### src/rtl/rtc_bus_sequencer_pkg.sv
// Shared RTC bus sequencer types: command codes, FSM states, strobe windows.
// Latency: n/a (types and constants only); backpressure: n/a.
package rtc_bus_sequencer_pkg;

    typedef enum logic [1:0] {
        CMD_INIT = 2'd0,
        CMD_LEC  = 2'd1,
        CMD_ESC  = 2'd2,
        CMD_MOD  = 2'd3
    } cmd_t;

    typedef enum logic [1:0] {
        ST_IDLE = 2'd0,
        ST_SYNC = 2'd1,
        ST_RUN  = 2'd2,
        ST_DONE = 2'd3
    } state_t;

    // Inclusive cont_32 windows for each active-low strobe.
    localparam logic [4:0] CS_LO      = 5'd2;
    localparam logic [4:0] CS_HI      = 5'd29;
    localparam logic [4:0] AD_LO      = 5'd2;
    localparam logic [4:0] AD_HI      = 5'd9;
    localparam logic [4:0] WR_ADDR_LO = 5'd4;
    localparam logic [4:0] WR_ADDR_HI = 5'd8;
    localparam logic [4:0] WR_DATA_LO = 5'd16;
    localparam logic [4:0] WR_DATA_HI = 5'd22;
    localparam logic [4:0] RD_LO      = 5'd20;
    localparam logic [4:0] RD_HI      = 5'd28;

    localparam logic [4:0] RD_FIRST_FRAME = 5'd7;
    localparam logic [4:0] LE_FIRST_FRAME = 5'd8;

    function automatic logic in_win(input logic [4:0] c, input logic [4:0] lo,
                                    input logic [4:0] hi);
        return (c >= lo) && (c <= hi);
    endfunction

    // A write burst turns into read-back once it reaches the first read frame.
    function automatic logic is_read_frame(input logic [1:0] cmd, input logic [4:0] frame);
        return (cmd == CMD_LEC) || ((cmd == CMD_ESC) && (frame >= RD_FIRST_FRAME));
    endfunction

endpackage

### src/rtl/rtc_bus_sequencer_strobe_gen.sv
// Registered decode of the next frame position into the four RTC bus strobes.
// Latency: 1 cycle (fed with next-state values so strobes align with cont_32); no backpressure.
module rtc_strobe_gen
    import rtc_bus_sequencer_pkg::*;
(
    input  logic       reloj,
    input  logic       resetM,
    input  logic [4:0] cnt,
    input  logic       rd_frame,
    input  logic       run,
    output logic       CS_n,
    output logic       AD_n,
    output logic       RD_n,
    output logic       WR_n
);

    always_ff @(posedge reloj or negedge resetM) begin
        if (!resetM) begin
            CS_n <= 1'b1;
            AD_n <= 1'b1;
            RD_n <= 1'b1;
            WR_n <= 1'b1;
        end else if (!run) begin
            CS_n <= 1'b1;
            AD_n <= 1'b1;
            RD_n <= 1'b1;
            WR_n <= 1'b1;
        end else begin
            CS_n <= !in_win(cnt, CS_LO, CS_HI);
            AD_n <= !in_win(cnt, AD_LO, AD_HI);
            RD_n <= !(rd_frame && in_win(cnt, RD_LO, RD_HI));
            WR_n <= !(in_win(cnt, WR_ADDR_LO, WR_ADDR_HI) ||
                      (!rd_frame && in_win(cnt, WR_DATA_LO, WR_DATA_HI)));
        end
    end

endmodule

### src/rtl/rtc_bus_sequencer.sv
// Sequences RTC mux-bus bursts from a PicoBlaze start command and frames the mux/demux.
// Latency: sync 1 cycle after the start write, busy for 1+32*len+1 cycles; starts while busy are dropped.
module rtc_bus_sequencer
    import rtc_bus_sequencer_pkg::*;
#(
    parameter logic [7:0] PUERTO_CMD = 8'h11,
    parameter int         N_LEC      = 10,
    parameter int         N_ESC      = 17,
    parameter int         N_UNI      = 1
) (
    input  logic       reloj,
    input  logic       resetM,
    input  logic       en_01,
    input  logic [7:0] port_id,
    input  logic [7:0] out_port,
    output logic [7:0] estado,
    output logic [4:0] cont_32,
    output logic       enable_cont_32,
    output logic [4:0] cont17,
    output logic       LE,
    output logic       sync,
    output logic       CS_n,
    output logic       AD_n,
    output logic       RD_n,
    output logic       WR_n
);

    state_t     state, state_nxt;
    logic [1:0] cmd_q, cmd_nxt;
    logic [4:0] c32_nxt, c17_nxt, last_frame;
    logic       busy, done_flag, start;
    logic       unused_out_port;

    assign unused_out_port = ^out_port[7:2];
    assign start  = en_01 && (port_id == PUERTO_CMD);
    assign estado = {6'b0, done_flag, busy};

    always_comb begin
        case (cmd_q)
            CMD_LEC: last_frame = 5'(N_LEC - 1);
            CMD_ESC: last_frame = 5'(N_ESC - 1);
            default: last_frame = 5'(N_UNI - 1);
        endcase
    end

    always_comb begin
        state_nxt = state;
        cmd_nxt   = cmd_q;
        c32_nxt   = cont_32;
        c17_nxt   = cont17;
        case (state)
            ST_IDLE: begin
                if (start) begin
                    state_nxt = ST_SYNC;
                    cmd_nxt   = out_port[1:0];
                end
            end
            ST_SYNC: begin
                state_nxt = ST_RUN;
                c32_nxt   = 5'd0;
                c17_nxt   = 5'd0;
            end
            ST_RUN: begin
                c32_nxt = cont_32 + 5'd1;
                if (cont_32 == 5'd31) begin
                    if (cont17 == last_frame) begin
                        state_nxt = ST_DONE;
                        c17_nxt   = 5'd0;
                    end else begin
                        c17_nxt = cont17 + 5'd1;
                    end
                end
            end
            default: begin
                state_nxt = ST_IDLE;
                c32_nxt   = 5'd0;
                c17_nxt   = 5'd0;
            end
        endcase
    end

    // Flags are registered from next-state values so they line up with the counters.
    always_ff @(posedge reloj or negedge resetM) begin
        if (!resetM) begin
            state          <= ST_IDLE;
            cmd_q          <= 2'd0;
            cont_32        <= 5'd0;
            cont17         <= 5'd0;
            sync           <= 1'b0;
            enable_cont_32 <= 1'b0;
            LE             <= 1'b0;
            busy           <= 1'b0;
            done_flag      <= 1'b0;
        end else begin
            state          <= state_nxt;
            cmd_q          <= cmd_nxt;
            cont_32        <= c32_nxt;
            cont17         <= c17_nxt;
            sync           <= (state_nxt == ST_SYNC);
            enable_cont_32 <= (state_nxt == ST_RUN) && (c32_nxt == 5'd31);
            LE             <= (state_nxt == ST_RUN) && (cmd_nxt == CMD_ESC) &&
                              (c17_nxt >= LE_FIRST_FRAME);
            if (state == ST_IDLE && start) begin
                busy      <= 1'b1;
                done_flag <= 1'b0;
            end else if (state == ST_DONE) begin
                busy      <= 1'b0;
                done_flag <= 1'b1;
            end
        end
    end

    rtc_strobe_gen u_strobe (
        .reloj    (reloj),
        .resetM   (resetM),
        .cnt      (c32_nxt),
        .rd_frame (is_read_frame(cmd_nxt, c17_nxt)),
        .run      (state_nxt == ST_RUN),
        .CS_n     (CS_n),
        .AD_n     (AD_n),
        .RD_n     (RD_n),
        .WR_n     (WR_n)
    );

endmodule

### config.mk
export PLATFORM = sky130hd
export DESIGN_NAME = rtc_bus_sequencer
export DESIGN_NICKNAME = d
export VERILOG_FILES = /design/src/rtl/rtc_bus_sequencer_pkg.sv /design/src/rtl/rtc_bus_sequencer_strobe_gen.sv /design/src/rtl/rtc_bus_sequencer.sv
export SDC_FILE = /design/constraint.sdc
export NUM_CORES = 1
export LEC_CHECK = 0
export ABC_CLOCK_PERIOD_IN_PS = 3110
export CORE_ASPECT_RATIO = 1.5
export CORE_MARGIN = 5
export CORE_UTILIZATION = 41
export DETAILED_ROUTE_END_ITERATION = 12
export PLACE_DENSITY = 0.71
export REMOVE_ABC_BUFFERS = 1
export SKIP_LAST_GASP = 1
export SYNTH_ARGS = -nofsm -noshare
export SYNTH_HDL_FRONTEND = slang
export SYNTH_SLANG_ARGS = --single-unit
export TNS_END_PERCENT = 50
### constraint.sdc
create_clock -name reloj -period 3.11 [get_ports reloj]
set_clock_uncertainty 0.15 [all_clocks]
set_input_delay 0.4665 -clock reloj [delete_from_list [all_inputs] [get_ports reloj]]
set_output_delay 0.4665 -clock reloj [all_outputs]
set_load 0.02 [all_outputs]
==> impl_results.md <==
* RSZ-0062 raised after global routing: false
* Via count at 1206
* CTS tree: built
* Slowest stage delay, CP at 0.43 ns
* Drt total wl at 3270 um
* DR WL/cell at 15.0 um
* Kind of critical path: flip-flop to flip-flop
* Worst-Skew Late Latency at 0.27 ns
* Pin count of the biggest net entering global routing at 22
* Overall power at 0.000766 W
* Vias in the first global route at 1177
* Cell Pwr Density at 423 nW/um2
* Ys async rst share at 1.00
* DR iter-0 viols at 62
* Leading area contributor after synthesis: dfrtp_1
* Critical Path End Type: flip-flop
* Clk slew on worst S/H paths at 0.09 ns
* Wire length of the first global-routing pass at 5480 um
* Worst hold path class: flip-flop to flip-flop
* Post-CTS Resized at 0
* Top_reg_cell synth: dfrtp_1
* Status: finished clean
* Critical-path top delay cell: dfrtp_1
* YS warnings at 0
* Crit path time final at 2.58 ns
* Slew Viols, Final at 0
* IO Port Bufs at 31
* Register area share after synthesis at 0.392
* Crit path DAT at 2.65 ns
* Routability Congestion at 0.758
* Top Ports at 44
* Die X at 59.1 um
* Row count at 26
* Instance count of the mapped netlist at 148
* Number of CTS-inserted buffers at 3
* Drc violations at 0
* Ranking of synthesized cells by area: dfrtp_1, dfstp_2, ha_1, buf_4, nand2_1
* Core ar. at 3450 um2
* Fmax at 0.388 GHz
* First-pass DRT Iterations at 4
* WHS at 0.349 ns
* Number of flops mapped to enable cells by yosys at 0
* Post-Syn Area at 1480 um2
* Detailed Place HPWL at 2490 um
* Detail-routed via count per cell at 5.53
* Worst-path cell chain: ha_1, and3_1, ha_1, nor3b_1, o2111ai_1, and3_1, o2111ai_1, a211o_1
* Postcts setup bufs at 0
* Top-area cell type share of the netlist area at 0.321
* Syn avg cell area at 10.0 um2
* Fraction of layout cells with a size suffix above 1 at 0.114
* Top delay family on crit path: simple AND/OR/NAND/NOR gates
* Antenna viol nets, final at 0
* Root Buffer: clkbuf_8
* Slew @ Worst Pin at 0.978 ns
* VDD IR max at 0.000250 V
* Total GRT Usage at 0.141
* P_leak at 0.786 nW
* Die area at 4940 um2
* Synth cell types at 47
* Most frequent cells in the layout: clkdlybuf4s50_1, dfrtp_1, nand2_1
* Critical Path Source Type: flip-flop
* Final Setup Violations at 0
* Post-CTS Hold Fix Bufs at 0
* Rel. slew slack at 0.346
* Max_cap viols at 0
* Antenna Cells at 0
* Worst Path Max Fanout at 10
* H-tree levels at 1
* Die Span Y at 83.6 um
* CP required at 3.18 ns
* Buf+Inv Stages, Crit Path at 0
* Final Util at 0.525
* Clock sink count at 23
* Clk buf depth at 2
* Nets at 203
* Layout Area Growth over Synthesis at 22.2%
* Initial Util at 0.430
* Final period utilization at 0.829
* Final Hold Viols at 0
* Synthesis-stage register bit count at 23
* Antenna violations before repair at 0
* Grt total ovfl at 0
* Final TNS setup at 0 ns
* Commonest non-fill, non-tap cell in the layout: clkdlybuf4s50_1
## synth_stat cells (2+ instances only)
master,number
dfrtp_1,19
nand2_1,15
buf_4,11
o21ai_0,8
ha_1,7
inv_1,7
mux2i_1,5
a21oi_1,4
dfstp_2,4
nor2b_1,4
xor2_1,4
a22o_1,3
buf_6,3
mux2_2,3
nand3_1,3
nand3b_1,3
nor2_1,3
o2111ai_1,3
o211ai_1,3
xnor2_1,3
a32o_1,2
and2_1,2
and3_1,2
nand4_1,2
nor3_1,2
o21a_1,2
## cell families (layout without fill, tap and decap cells)
family | count (synthesis) | in the layout | synth area share
adder cells (fa/ha/maj) | 7 | 7 | 0.0591
other | 1 | 6 | 0.00253
AO/OA/AOI/OAI | 36 | 36 | 0.183
multiplexers | 8 | 8 | 0.0566
flip-flops | 23 | 23 | 0.392
buffers and inverters | 22 | 45 | 0.0997
XOR/XNOR | 7 | 7 | 0.0414
AND/OR/NAND/NOR | 44 | 44 | 0.166
## flip-flops by register name, summed over array words and instances, names as in the netlist
| signal | count |
|---|---|
| state | 2 |
| u_strobe.CS_n | 1 |
| u_strobe.WR_n | 1 |
| LE | 1 |
| busy | 1 |
| cont_32 | 5 |
| cmd_q | 2 |
| enable_cont_32 | 1 |
| u_strobe.AD_n | 1 |
| done_flag | 1 |
| u_strobe.RD_n | 1 |
| sync | 1 |
| cont17 | 5 |
## metal layers
metal  vias up  track usage  share of wire
met5         -            0              0
met4         0       0.0619          0.019
met3         5       0.0108          0.038
met2        33        0.248           0.56
met1       591        0.167           0.39
li1        577            -              -
## layout make-up
class,instances,area [um2]
sequential,23,581
clock inverter,1,5.00
multi-input combinational,108,772
tap,42,52.6
inverter,7,26.3
clock buffer,3,41.3
fill,330,1640
timing repair buffer,34,333
## stage by stage
step	instance area [um2]	cells	setup WS (ns)
CTS	1810	218	0.516
global placement	1760	214	0.577
detailed placement	1760	214	0.421
finish	1810	218	0.533
floorplan	1380	138	0.781
global route	1810	218	0.344
## final timing paths
check                                       from                       to  slack, ns  cells after the start
max                         cont_32[0]$_DFF_PN0_  u_strobe.RD_n$_DFF_PN1_       0.53                      8
min                        done_flag$_DFFE_PN0P_    done_flag$_DFFE_PN0P_       0.35                      1
max reg2reg                 cont_32[0]$_DFF_PN0_  u_strobe.RD_n$_DFF_PN1_       0.53                      8
min reg2reg                done_flag$_DFFE_PN0P_    done_flag$_DFFE_PN0P_       0.35                      1
max in group asynchronous                 resetM  u_strobe.RD_n$_DFF_PN1_       1.54                      2
min in group asynchronous                 resetM     cont_32[0]$_DFF_PN0_       0.58                      1
## report_power, final
| group | internal (W) | switching (W) |
|---|---|---|
| combinational | 0.0000968 | 0.000138 |
| clock | 0.0000897 | 0.000101 |
| sequential | 0.000319 | 0.0000208 |
| total | 0.000506 | 0.000261 |
No activity file was read; power rests on OpenSTA's default activity.
